## config.mk

```make
export PLATFORM = sky130hd
export DESIGN_NAME = prefetch_unit
export DESIGN_NICKNAME = d
export VERILOG_FILES = /design/src/rtl/tinyriscv_pkg.sv /design/src/rtl/prefetch_fifo.sv /design/src/rtl/prefetch_unit.sv
export SDC_FILE = /design/constraint.sdc
export NUM_CORES = 1
export LEC_CHECK = 0
export CAP_MARGIN = 20
export CORE_MARGIN = 4
export CORE_UTILIZATION = 29
export CTS_BUF_LIST = sky130_fd_sc_hd__clkbuf_16
export CTS_CLUSTER_DIAMETER = 120
export DETAILED_ROUTE_END_ITERATION = 10
export DONT_BUFFER_PORTS = 1
export PLACE_DENSITY = 0.54
export SLEW_MARGIN = 0
export SYNTH_ARGS = -nofsm -noshare
export SYNTH_HDL_FRONTEND = slang
export SYNTH_HIERARCHICAL = 1
export SYNTH_SLANG_ARGS = --single-unit
```

## constraint.sdc

```tcl
create_clock -name clk_i -period 5.9 [get_ports clk_i]
set_input_delay 1.475 -clock clk_i [delete_from_list [all_inputs] [get_ports clk_i]]
set_output_delay 1.475 -clock clk_i [all_outputs]
set_load 0.02 [all_outputs]
```

## src/rtl/tinyriscv_pkg.sv

```systemverilog
// Shared types and constants for the instruction prefetch path.
// Latency: n/a (declarations only).
// Backpressure: n/a.
//
// Holds the prefetch FSM state enum and the per-instruction address step.
package tinyriscv_pkg;

    typedef enum logic [1:0] {
        BOOT  = 2'd0,
        FETCH = 2'd1,
        STALL = 2'd2
    } pf_state_e;

    // Byte distance between consecutive 32-bit instructions.
    localparam int INSTR_STEP = 4;

endpackage

```

## src/rtl/prefetch_fifo.sv

```systemverilog
// Generic circular buffer holding prefetched {address, instruction} entries.
// Latency: a pushed entry is visible on rdata_o the cycle after the push.
// Backpressure: pushes while full and pops while empty are ignored; the caller gates them.
//
// Ports: clk_i/rst_ni clock and async active-low reset; clear_i synchronous flush
// (wins over push/pop); push_i/wdata_i write side; pop_i read side; rdata_o head
// entry; count_o occupancy 0..DEPTH; full_o/empty_o status.
module prefetch_fifo #(
    parameter int DEPTH = 4,
    parameter int WIDTH = 64
) (
    input  logic                     clk_i,
    input  logic                     rst_ni,
    input  logic                     clear_i,
    input  logic                     push_i,
    input  logic [WIDTH-1:0]         wdata_i,
    input  logic                     pop_i,
    output logic [WIDTH-1:0]         rdata_o,
    output logic [$clog2(DEPTH):0]   count_o,
    output logic                     full_o,
    output logic                     empty_o
);

    localparam int PW = $clog2(DEPTH);

    logic [WIDTH-1:0] mem [DEPTH];
    logic [PW-1:0]    wptr_q;
    logic [PW-1:0]    rptr_q;
    logic [PW:0]      count_q;
    logic             do_push;
    logic             do_pop;

    assign full_o  = (count_q == (PW+1)'(DEPTH));
    assign empty_o = (count_q == '0);
    assign do_push = push_i && !full_o;
    assign do_pop  = pop_i && !empty_o;
    assign rdata_o = mem[rptr_q];
    assign count_o = count_q;

    // Pointers are exactly log2(DEPTH) bits so they wrap on their own.
    always_ff @(posedge clk_i or negedge rst_ni) begin
        if (!rst_ni) begin
            wptr_q  <= '0;
            rptr_q  <= '0;
            count_q <= '0;
        end else if (clear_i) begin
            wptr_q  <= '0;
            rptr_q  <= '0;
            count_q <= '0;
        end else begin
            if (do_push) wptr_q <= wptr_q + PW'(1);
            if (do_pop)  rptr_q <= rptr_q + PW'(1);
            count_q <= count_q + (PW+1)'(do_push) - (PW+1)'(do_pop);
        end
    end

    // Storage needs no reset: the head is only observed while count_q != 0.
    always_ff @(posedge clk_i) begin
        if (do_push && !clear_i) mem[wptr_q] <= wdata_i;
    end

endmodule

```

## src/rtl/prefetch_unit.sv

```systemverilog
// Instruction prefetcher: sequential fetches into a small buffer, with redirect and halt.
// Latency: fetched word visible on valid_o the next cycle (same cycle with PREFETCH_BYPASS_EN and empty buffer).
// Backpressure: stops requesting when the buffer is full or halt_i is high; jump_flag_i flushes everything.
//
// Ports: clk_i/rst_ni clock and async active-low reset; instr_req_o/instr_addr_o/
// instr_ready_i/instr_rdata_i fetch interface (one request in flight, address held
// until ready); jump_flag_i/jump_addr_i redirect; halt_i stops new fetches;
// valid_o/ready_i/instr_o/pc_o/pc_next_o consumer side; count_o buffer occupancy.
// Optional macro PREFETCH_BYPASS_EN forwards a completing fetch straight to the
// consumer when the buffer is empty.
module prefetch_unit
    import tinyriscv_pkg::*;
#(
    parameter int                DEPTH     = 4,
    parameter int                ADDR_W    = 32,
    parameter int                DATA_W    = 32,
    parameter logic [ADDR_W-1:0] BOOT_ADDR = 32'h0000_0000
) (
    input  logic                     clk_i,
    input  logic                     rst_ni,
    output logic                     instr_req_o,
    output logic [ADDR_W-1:0]        instr_addr_o,
    input  logic                     instr_ready_i,
    input  logic [DATA_W-1:0]        instr_rdata_i,
    input  logic                     jump_flag_i,
    input  logic [ADDR_W-1:0]        jump_addr_i,
    input  logic                     halt_i,
    output logic                     valid_o,
    input  logic                     ready_i,
    output logic [DATA_W-1:0]        instr_o,
    output logic [ADDR_W-1:0]        pc_o,
    output logic [ADDR_W-1:0]        pc_next_o,
    output logic [$clog2(DEPTH):0]   count_o
);

    pf_state_e                  state_q, state_d;
    logic [ADDR_W-1:0]          fetch_addr_q;
    logic [DATA_W+ADDR_W-1:0]   head;
    logic                       fifo_full;
    logic                       fifo_empty;
    logic                       fire;
    logic                       bypass;
    logic                       push;
    logic                       pop;

    assign instr_req_o  = (state_q == FETCH) && !fifo_full && !jump_flag_i;
    assign instr_addr_o = fetch_addr_q;
    assign fire         = instr_req_o && instr_ready_i;

`ifdef PREFETCH_BYPASS_EN
    assign bypass = fire && fifo_empty;
`else
    assign bypass = 1'b0;
`endif

    // fire already excludes a redirect cycle, so a response arriving then is dropped.
    assign valid_o = !jump_flag_i && (!fifo_empty || bypass);
    assign pop     = !jump_flag_i && !fifo_empty && ready_i;
    // A bypassed word the consumer takes immediately never enters the buffer.
    assign push    = fire && !(bypass && ready_i);

    prefetch_fifo #(
        .DEPTH (DEPTH),
        .WIDTH (DATA_W + ADDR_W)
    ) u_fifo (
        .clk_i   (clk_i),
        .rst_ni  (rst_ni),
        .clear_i (jump_flag_i),
        .push_i  (push),
        .wdata_i ({fetch_addr_q, instr_rdata_i}),
        .pop_i   (pop),
        .rdata_o (head),
        .count_o (count_o),
        .full_o  (fifo_full),
        .empty_o (fifo_empty)
    );

    // Outputs read as zero whenever nothing is presented, which also covers reset.
    always_comb begin
        instr_o = '0;
        pc_o    = '0;
        if (valid_o) begin
            if (bypass) begin
                instr_o = instr_rdata_i;
                pc_o    = fetch_addr_q;
            end else begin
                instr_o = head[DATA_W-1:0];
                pc_o    = head[DATA_W +: ADDR_W];
            end
        end
    end

    assign pc_next_o = valid_o ? (pc_o + ADDR_W'(INSTR_STEP)) : '0;

    always_ff @(posedge clk_i or negedge rst_ni) begin
        if (!rst_ni) state_q <= BOOT;
        else         state_q <= state_d;
    end

    always_comb begin
        state_d = state_q;
        if (jump_flag_i) begin
            state_d = FETCH;
        end else begin
            unique case (state_q)
                BOOT: state_d = FETCH;
                FETCH: begin
                    // A request already on the bus must finish before halting.
                    if (halt_i && !(instr_req_o && !instr_ready_i)) state_d = STALL;
                    else if (fifo_full && !pop)                     state_d = STALL;
                end
                STALL: begin
                    // A pop this cycle frees a slot, so resume without an idle cycle.
                    if (!halt_i && (!fifo_full || pop)) state_d = FETCH;
                end
                default: state_d = BOOT;
            endcase
        end
    end

    always_ff @(posedge clk_i or negedge rst_ni) begin
        if (!rst_ni) begin
            fetch_addr_q <= BOOT_ADDR;
        end else if (jump_flag_i) begin
            fetch_addr_q <= {jump_addr_i[ADDR_W-1:2], 2'b00};
        end else if (fire) begin
            fetch_addr_q <= fetch_addr_q + ADDR_W'(INSTR_STEP);
        end
    end

endmodule

```

==> flow_summary.yaml, run 1 <==
finish:
  fin_util_pct: 33.7
  syn2layout_area_growth_pct: 15.1
  nFillCells: 4339
  seqCellArea_um2: 8670
  nNetsFinal: 919
  multiInputGateArea_um2: 4010
  diodes: 0
  drive_gt1_share_pct: 19.3
setup_path:
  crit_path_max_fanout: 56
  required_ns: 4.43
  r2r_start: "u_fifo/count_o[2]$_DFF_PN0_"
  worstSetupStartpoint: "jump_flag_i"
  crit_type: "input pin to output port"
  cp_data_arrival_time_ns: 3.97
  crit_path_end_kind: "output port"
  cp_top_family: "simple AND/OR/NAND/NOR gates"
  crit_path_max_incr_delay_ns: 0.64
  crit_chain: "or2_2 -> inv_2 -> and2_1 -> ha_1 -> and3_1 -> nand4_2 -> or4_1 -> a21oi_1 -> buf_4"
  cp-start-kind: "input pin"
  worst-path-buf-inv: 2
  cp_slowest_cell: "or4_1"
clock_tree:
  clk_latency_ns: 0.52
  cts-root-buf: "clkbuf_16"
  post-cts-setup-buffers: 0
  cts_tree: "done"
  clkTransAtPathRegs_ns: 0.05
  htree_levels: 2
  post_cts_resized: 0
  cts_buffers: 35
  hold_buffers: 0
  cts_sinks: 295
  clk_path_buf_depth: 3
floorplan:
  core_area_um2: 44100
  rows: 77
  dieArea_um2: 48100
  io_pins: 203
  start_util_pct: 29.3
  die_x_um: 219
  die_y_um: 219
synth:
  synthArstFlopShare_pct: 13.2
  ys_seq_elements: 295
  syn_inst: 811
  synth_area_per_cell_um2: 16.0
  syn_area_um2: 12900
  synth_edf_count: 256
  synth_ff_type: "edfxtp_1"
  yosys_warnings: 6
  yosysSeqAreaShare_pct: 67.0
  yosysUniqueCellTypes: 61
worst_hold_path:
  hp-start: "u_fifo/wptr_q[1]$_DFFE_PN0P_"
  hold_path_class: "flip-flop to flip-flop"
sta:
  slew_viol_final: 0
  clock.fmax_mhz: 184
  worst_pin_slew_ns: 0.789
  period_share_pct: 92.2
  rsz0062_at_grt: "no"
  slew_headroom_pct: 47.3
  finalCriticalPeriod_ns: 5.44
  finalHoldViolCount: 0
  finalSetupViolCount: 0
  fin_skew_ns: 0.0154
  hold_slack_ns: 0.605
  finalSetupTns_ns: 0
power:
  power_frac_seq_pct: 45.6
  p_total_mw: 5.59
  p_int_mw: 3.95
  total_leakage_power_nw: 4.89
  switching_share_pct: 29.4
  power_density_nw_per_um2: 376
  switchingPower_mw: 1.65
  clockPowerShare_pct: 37.4
  ir_drop_uv: 198
  combPwrFrac_pct: 17.1
place:
  gp_congestion: 0.770
  hpwl_mm: 22.3
  numPortBuffers: 0
detailed_routing:
  drcViolationCount: 0
  via_count: 7315
  first_iter_violations: 399
  wl_per_cell_um: 23.3
  drt_pass1_iterations: 7
  ant_nets: 0
  via_per_inst: 5.02
  routed_wl_mm: 33.9
global_routing:
  grt_max_degree: 57
  grt_pass1_wl_mm: 49.6
  track_usage_pct: 13.9
  overflow: 0
  grt_pass1_vias: 7625
  antenna_found_initial: 2
job:
  drv_cap: 0
outcome:
  outcome: "finished, final reports clean"
-- cells by family after synthesis --
family	after synthesis	synth area share, %
adders and majority gates	9	0.928
other	1	0.0290
xor gates and xnor gates	17	1.15
and+or+nand+nor	263	12.2
DFF	295	67.0
buffers and inverters	66	2.40
AOI/OAI and AO/OA	87	4.49
muxes	73	11.9
-- placed cells by master, fill, tap and decap left out, types with 11 or more instances in the layout --
cell type    n
edfxtp_1   256
and2_1      66
mux4_2      64
clkbuf_16   37
dfrtp_1     37
nand2_1     35
nor2_1      28
inv_1       27
nand3_1     27
buf_4       26
nand4_1     19
or4_1       18
a21oi_1     18
o21ai_0     16
xor2_1      14
or3_1       12
and3_1      11
o31ai_1     11
-- registers in the layout, summed over array words and instances, names as in the netlist --
name,count
u_fifo/mem,256
instr_addr_o,30
u_fifo/rptr_q,2
u_fifo/count_o,3
state_q,2
u_fifo/wptr_q,2
-- worst min-delay path, delay by kind of cell (launching register included) --
family | cells | cell delay, ns
DFF | 1 | 0.42
muxes | 1 | 0.06
and+or+nand+nor | 1 | 0.09
-- Yosys cell counts (all sizes together), types with 3 or more instances --
| cell type | number | share of area [%] |
|---|---|---|
| edfxtp | 256 | 59 |
| and2 | 70 | 3.4 |
| mux4 | 64 | 11 |
| dfrtp | 39 | 7.5 |
| nand2 | 36 | 1.1 |
| nor2 | 28 | 0.81 |
| nand3 | 27 | 1.0 |
| nand4 | 25 | 1.5 |
| buf | 24 | 1.2 |
| clkbuf | 23 | 0.67 |
| o21ai | 20 | 0.77 |
| inv | 19 | 0.55 |
| a21oi | 18 | 0.70 |
| or4 | 18 | 1.0 |
| xor2 | 14 | 0.95 |
| or3 | 12 | 0.58 |
| and3 | 11 | 0.53 |
| o311ai | 11 | 0.74 |
| o31ai | 11 | 0.64 |
| and4 | 10 | 0.68 |
| nor3 | 9 | 0.35 |
| ha | 8 | 0.77 |
| a31oi | 7 | 0.34 |
| mux2i | 5 | 0.39 |
| mux2 | 4 | 0.35 |
| o211ai | 4 | 0.23 |
| a221o | 3 | 0.23 |
| nor2b | 3 | 0.15 |
| nor3b | 3 | 0.26 |
| or2 | 3 | 0.15 |
| xnor2 | 3 | 0.20 |
-- metal layers --
layer	track usage (%)	wire, um	vias to the layer above
li1	-	-	3265
met1	18.1	14500	3783
met2	22.4	15900	228
met3	4.79	2930	39
met4	3.77	662	0
met5	0	0	-
-- path summary, 6_finish.rpt --
check	depth (start not counted)	end	slack, ns
min reg2reg	2	u_fifo/wptr_q[1]$_DFFE_PN0P_	0.61
max reg2reg	10	u_fifo/mem[0][1]$_DFFE_PP_	2.14
max in group asynchronous	0	u_fifo/rptr_q[1]$_DFFE_PN0P_	5.13
min	2	u_fifo/wptr_q[1]$_DFFE_PN0P_	0.61
min in group asynchronous	0	instr_addr_o[16]$_DFFE_PN0P_	0.65
max	9	pc_next_o[30]	0.46
-- per-stage QoR --
stage	area (um2)	instances	worst slack [ns]
after floorplan	13000	820	0.207
after global placement	13800	1395	0.449
after detailed placement	13800	1395	0.401
after CTS	14900	1457	0.333
after global routing	14900	1457	0.212
final	14900	1457	0.460
-- final cells by class --
class / instances / share of cell area [%]
inverters: 19 / 0.479
clock inverters: 25 / 1.34
repair buffers: 30 / 1.85
clock buffers: 37 / 6.22
well taps: 592 / 4.97
flip-flops and latches: 295 / 58.2
multi-input cells: 459 / 26.9
-- power by group through the flow --
stage / Clock (mW) / Sequential, mW / Combinational, mW
after floorplan: 0 / 2.53 / 0.717
after global placement: 0 / 2.59 / 0.973
after detailed placement: 0 / 2.60 / 0.978
after CTS: 2.17 / 2.55 / 0.980
after global routing: 2.25 / 2.57 / 1.04
final: 2.09 / 2.55 / 0.955
No activity file was read; power rests on OpenSTA's default activity.
==> inputs of run 2 (changes only) <==
--- a/config.mk
+++ b/config.mk
@@ -6,12 +6,12 @@
 export NUM_CORES = 1
 export LEC_CHECK = 0
-export CAP_MARGIN = 20
+export CAP_MARGIN = 30
 export CORE_MARGIN = 4
-export CORE_UTILIZATION = 29
+export CORE_UTILIZATION = 50
 export CTS_BUF_LIST = sky130_fd_sc_hd__clkbuf_16
 export CTS_CLUSTER_DIAMETER = 120
 export DETAILED_ROUTE_END_ITERATION = 10
 export DONT_BUFFER_PORTS = 1
-export PLACE_DENSITY = 0.54
+export PLACE_DENSITY = 0.76
 export SLEW_MARGIN = 0
 export SYNTH_ARGS = -nofsm -noshare
==> constraint.sdc (replaced) <==
create_clock -name clk_i -period 5.9 [get_ports clk_i]
set_input_delay 0.59 -clock clk_i [delete_from_list [all_inputs] [get_ports clk_i]]
set_output_delay 0.59 -clock clk_i [all_outputs]
set_load 0.02 [all_outputs]
==> flow_summary.yaml, run 2 (synthesis gave the netlist of run 1 again) <==
floorplan:
  core_area_um2: 25300
  io_pins: 203
  die_y_um: 169
  start_util_pct: 51.1
  dieArea_um2: 28500
  die_x_um: 169
  rows: 58
global_routing:
  grt_pass1_wl_mm: 43.4
  grt_max_degree: 65
  overflow: 0
  track_usage_pct: 19.5
  antenna_found_initial: 0
  grt_pass1_vias: 7340
clock_tree:
  cts_tree: "done"
  cts-root-buf: "clkbuf_16"
  clkTransAtPathRegs_ns: 0.06
  cts_buffers: 30
  clk_latency_ns: 0.53
  post-cts-setup-buffers: 0
  cts_sinks: 295
  hold_buffers: 2
  post_cts_resized: 0
  clk_path_buf_depth: 3
  htree_levels: 1
job:
  drv_cap: 0
finish:
  diodes: 0
  drive_gt1_share_pct: 17.6
  layout_common_cells: "edfxtp_1, and2_1, mux4_2"
  nNetsFinal: 898
  layout_commonest_cell: "edfxtp_1"
  seqCellArea_um2: 8670
  nFillCells: 1943
  multiInputGateArea_um2: 4000
  largest_reg_flops: 256
  syn2layout_area_growth_pct: 10.4
  design_area_um2: 14300
  top_register: "u_fifo/mem"
sta:
  worst_pin_slew_ns: 0.991
  rsz0062_at_grt: "no"
  period_share_pct: 90.0
  finalCriticalPeriod_ns: 5.31
  finalSetupViolCount: 0
  slew_headroom_pct: 33.9
  finalWorstSetupSlack_ns: 0.591
  fin_skew_ns: 0.00863
  slew_viol_final: 0
  finalSetupTns_ns: 0
  clock.fmax_mhz: 188
  finalHoldViolCount: 0
detailed_routing:
  routed_wl_mm: 28.3
  drt_pass1_iterations: 5
  first_iter_violations: 754
  via_count: 7262
  wl_per_cell_um: 24.2
  drcViolationCount: 0
  via_per_inst: 6.20
  ant_nets: 0
worst_hold_path:
  hp-start: "jump_flag_i"
  hold_path_class: "input pin to flip-flop"
  holdPathStages: 1
place:
  pre_cts_slack_ns: 1.10
  hpwl_mm: 18.3
  gp_congestion: 0.821
  placed_area_um2: 13300
  numPortBuffers: 0
setup_path:
  cp_data_arrival_time_ns: 4.72
  required_ns: 5.31
  reg2reg_setup_slack_ns: 2.06
  cp-start-kind: "flip-flop"
  r2r_start: "u_fifo/count_o[1]$_DFF_PN0_"
  crit_type: "flip-flop to output port"
  reg2reg_depth: 15
  crit_path_end_kind: "output port"
  worstSetupStartpoint: "u_fifo/count_o[1]$_DFF_PN0_"
  crit_path_max_fanout: 30
outcome:
  outcome: "finished, final reports clean"
power:
  total_leakage_power_nw: 4.72
  power_density_nw_per_um2: 368
  ir_drop_uv: 283
## run 2: cell type report
cell class / count / share of cell area [%]
timing repair buffer: 14 / 1.07
multi-input combinational: 459 / 28.0
sequential: 295 / 60.7
inverter: 19 / 0.499
clock buffer: 31 / 5.43
tap: 330 / 2.89
clock inverter: 24 / 1.36
## run 2: path summary, 6_finish.rpt
kind                                           endpoint
max reg2reg                 u_fifo/count_o[2]$_DFF_PN0_
min in group asynchronous  instr_addr_o[28]$_DFFE_PN0P_
min                        u_fifo/wptr_q[0]$_DFFE_PN0P_
max in group asynchronous  u_fifo/rptr_q[0]$_DFFE_PN0P_
max                                       pc_next_o[30]
min reg2reg                u_fifo/wptr_q[1]$_DFFE_PN0P_
## run 2: per-layer routing
metal	vias to the layer above	GRT usage, %	part of all wire [%]	wire (um)
met2	318	31.3	48	13500
li1	3225	-	-	-
met4	0	4.23	1.4	401
met3	36	6.63	11	3210
met1	3683	26.2	40	11200
met5	-	0	0	0
## run 2: stage by stage
step | total power [mW] | util (%) | instances | hold WS [ns]
3_3_place_gp | 3.45 | 52.3 | 1114 | 0.296
2_1_floorplan | 3.25 | - | 820 | 0.294
3_5_place_dp | 3.47 | 52.3 | 1114 | 0.296
4_1_cts | 5.31 | 56.3 | 1171 | 0.0893
6_report | 5.25 | 56.4 | 1172 | 0.137
5_1_grt | 5.47 | 56.4 | 1172 | 0.0957
## run 2: power breakdown
part | total (mW) | switching (mW) | internal, mW
Clock | 1.83 | 0.751 | 1.08
Sequential | 2.54 | 0.156 | 2.39
Combinational | 0.881 | 0.623 | 0.258
## run 2: critical path: stages, from the launching register on
cell,delay [ns]
dfrtp_1,0.59
nor3_1,0.11
buf_4,0.18
or2_2,0.53
inv_2,0.38
and2_1,0.38
ha_1,0.26
and3_1,0.29
nand4_2,0.41
or4_1,0.61
a21oi_1,0.44
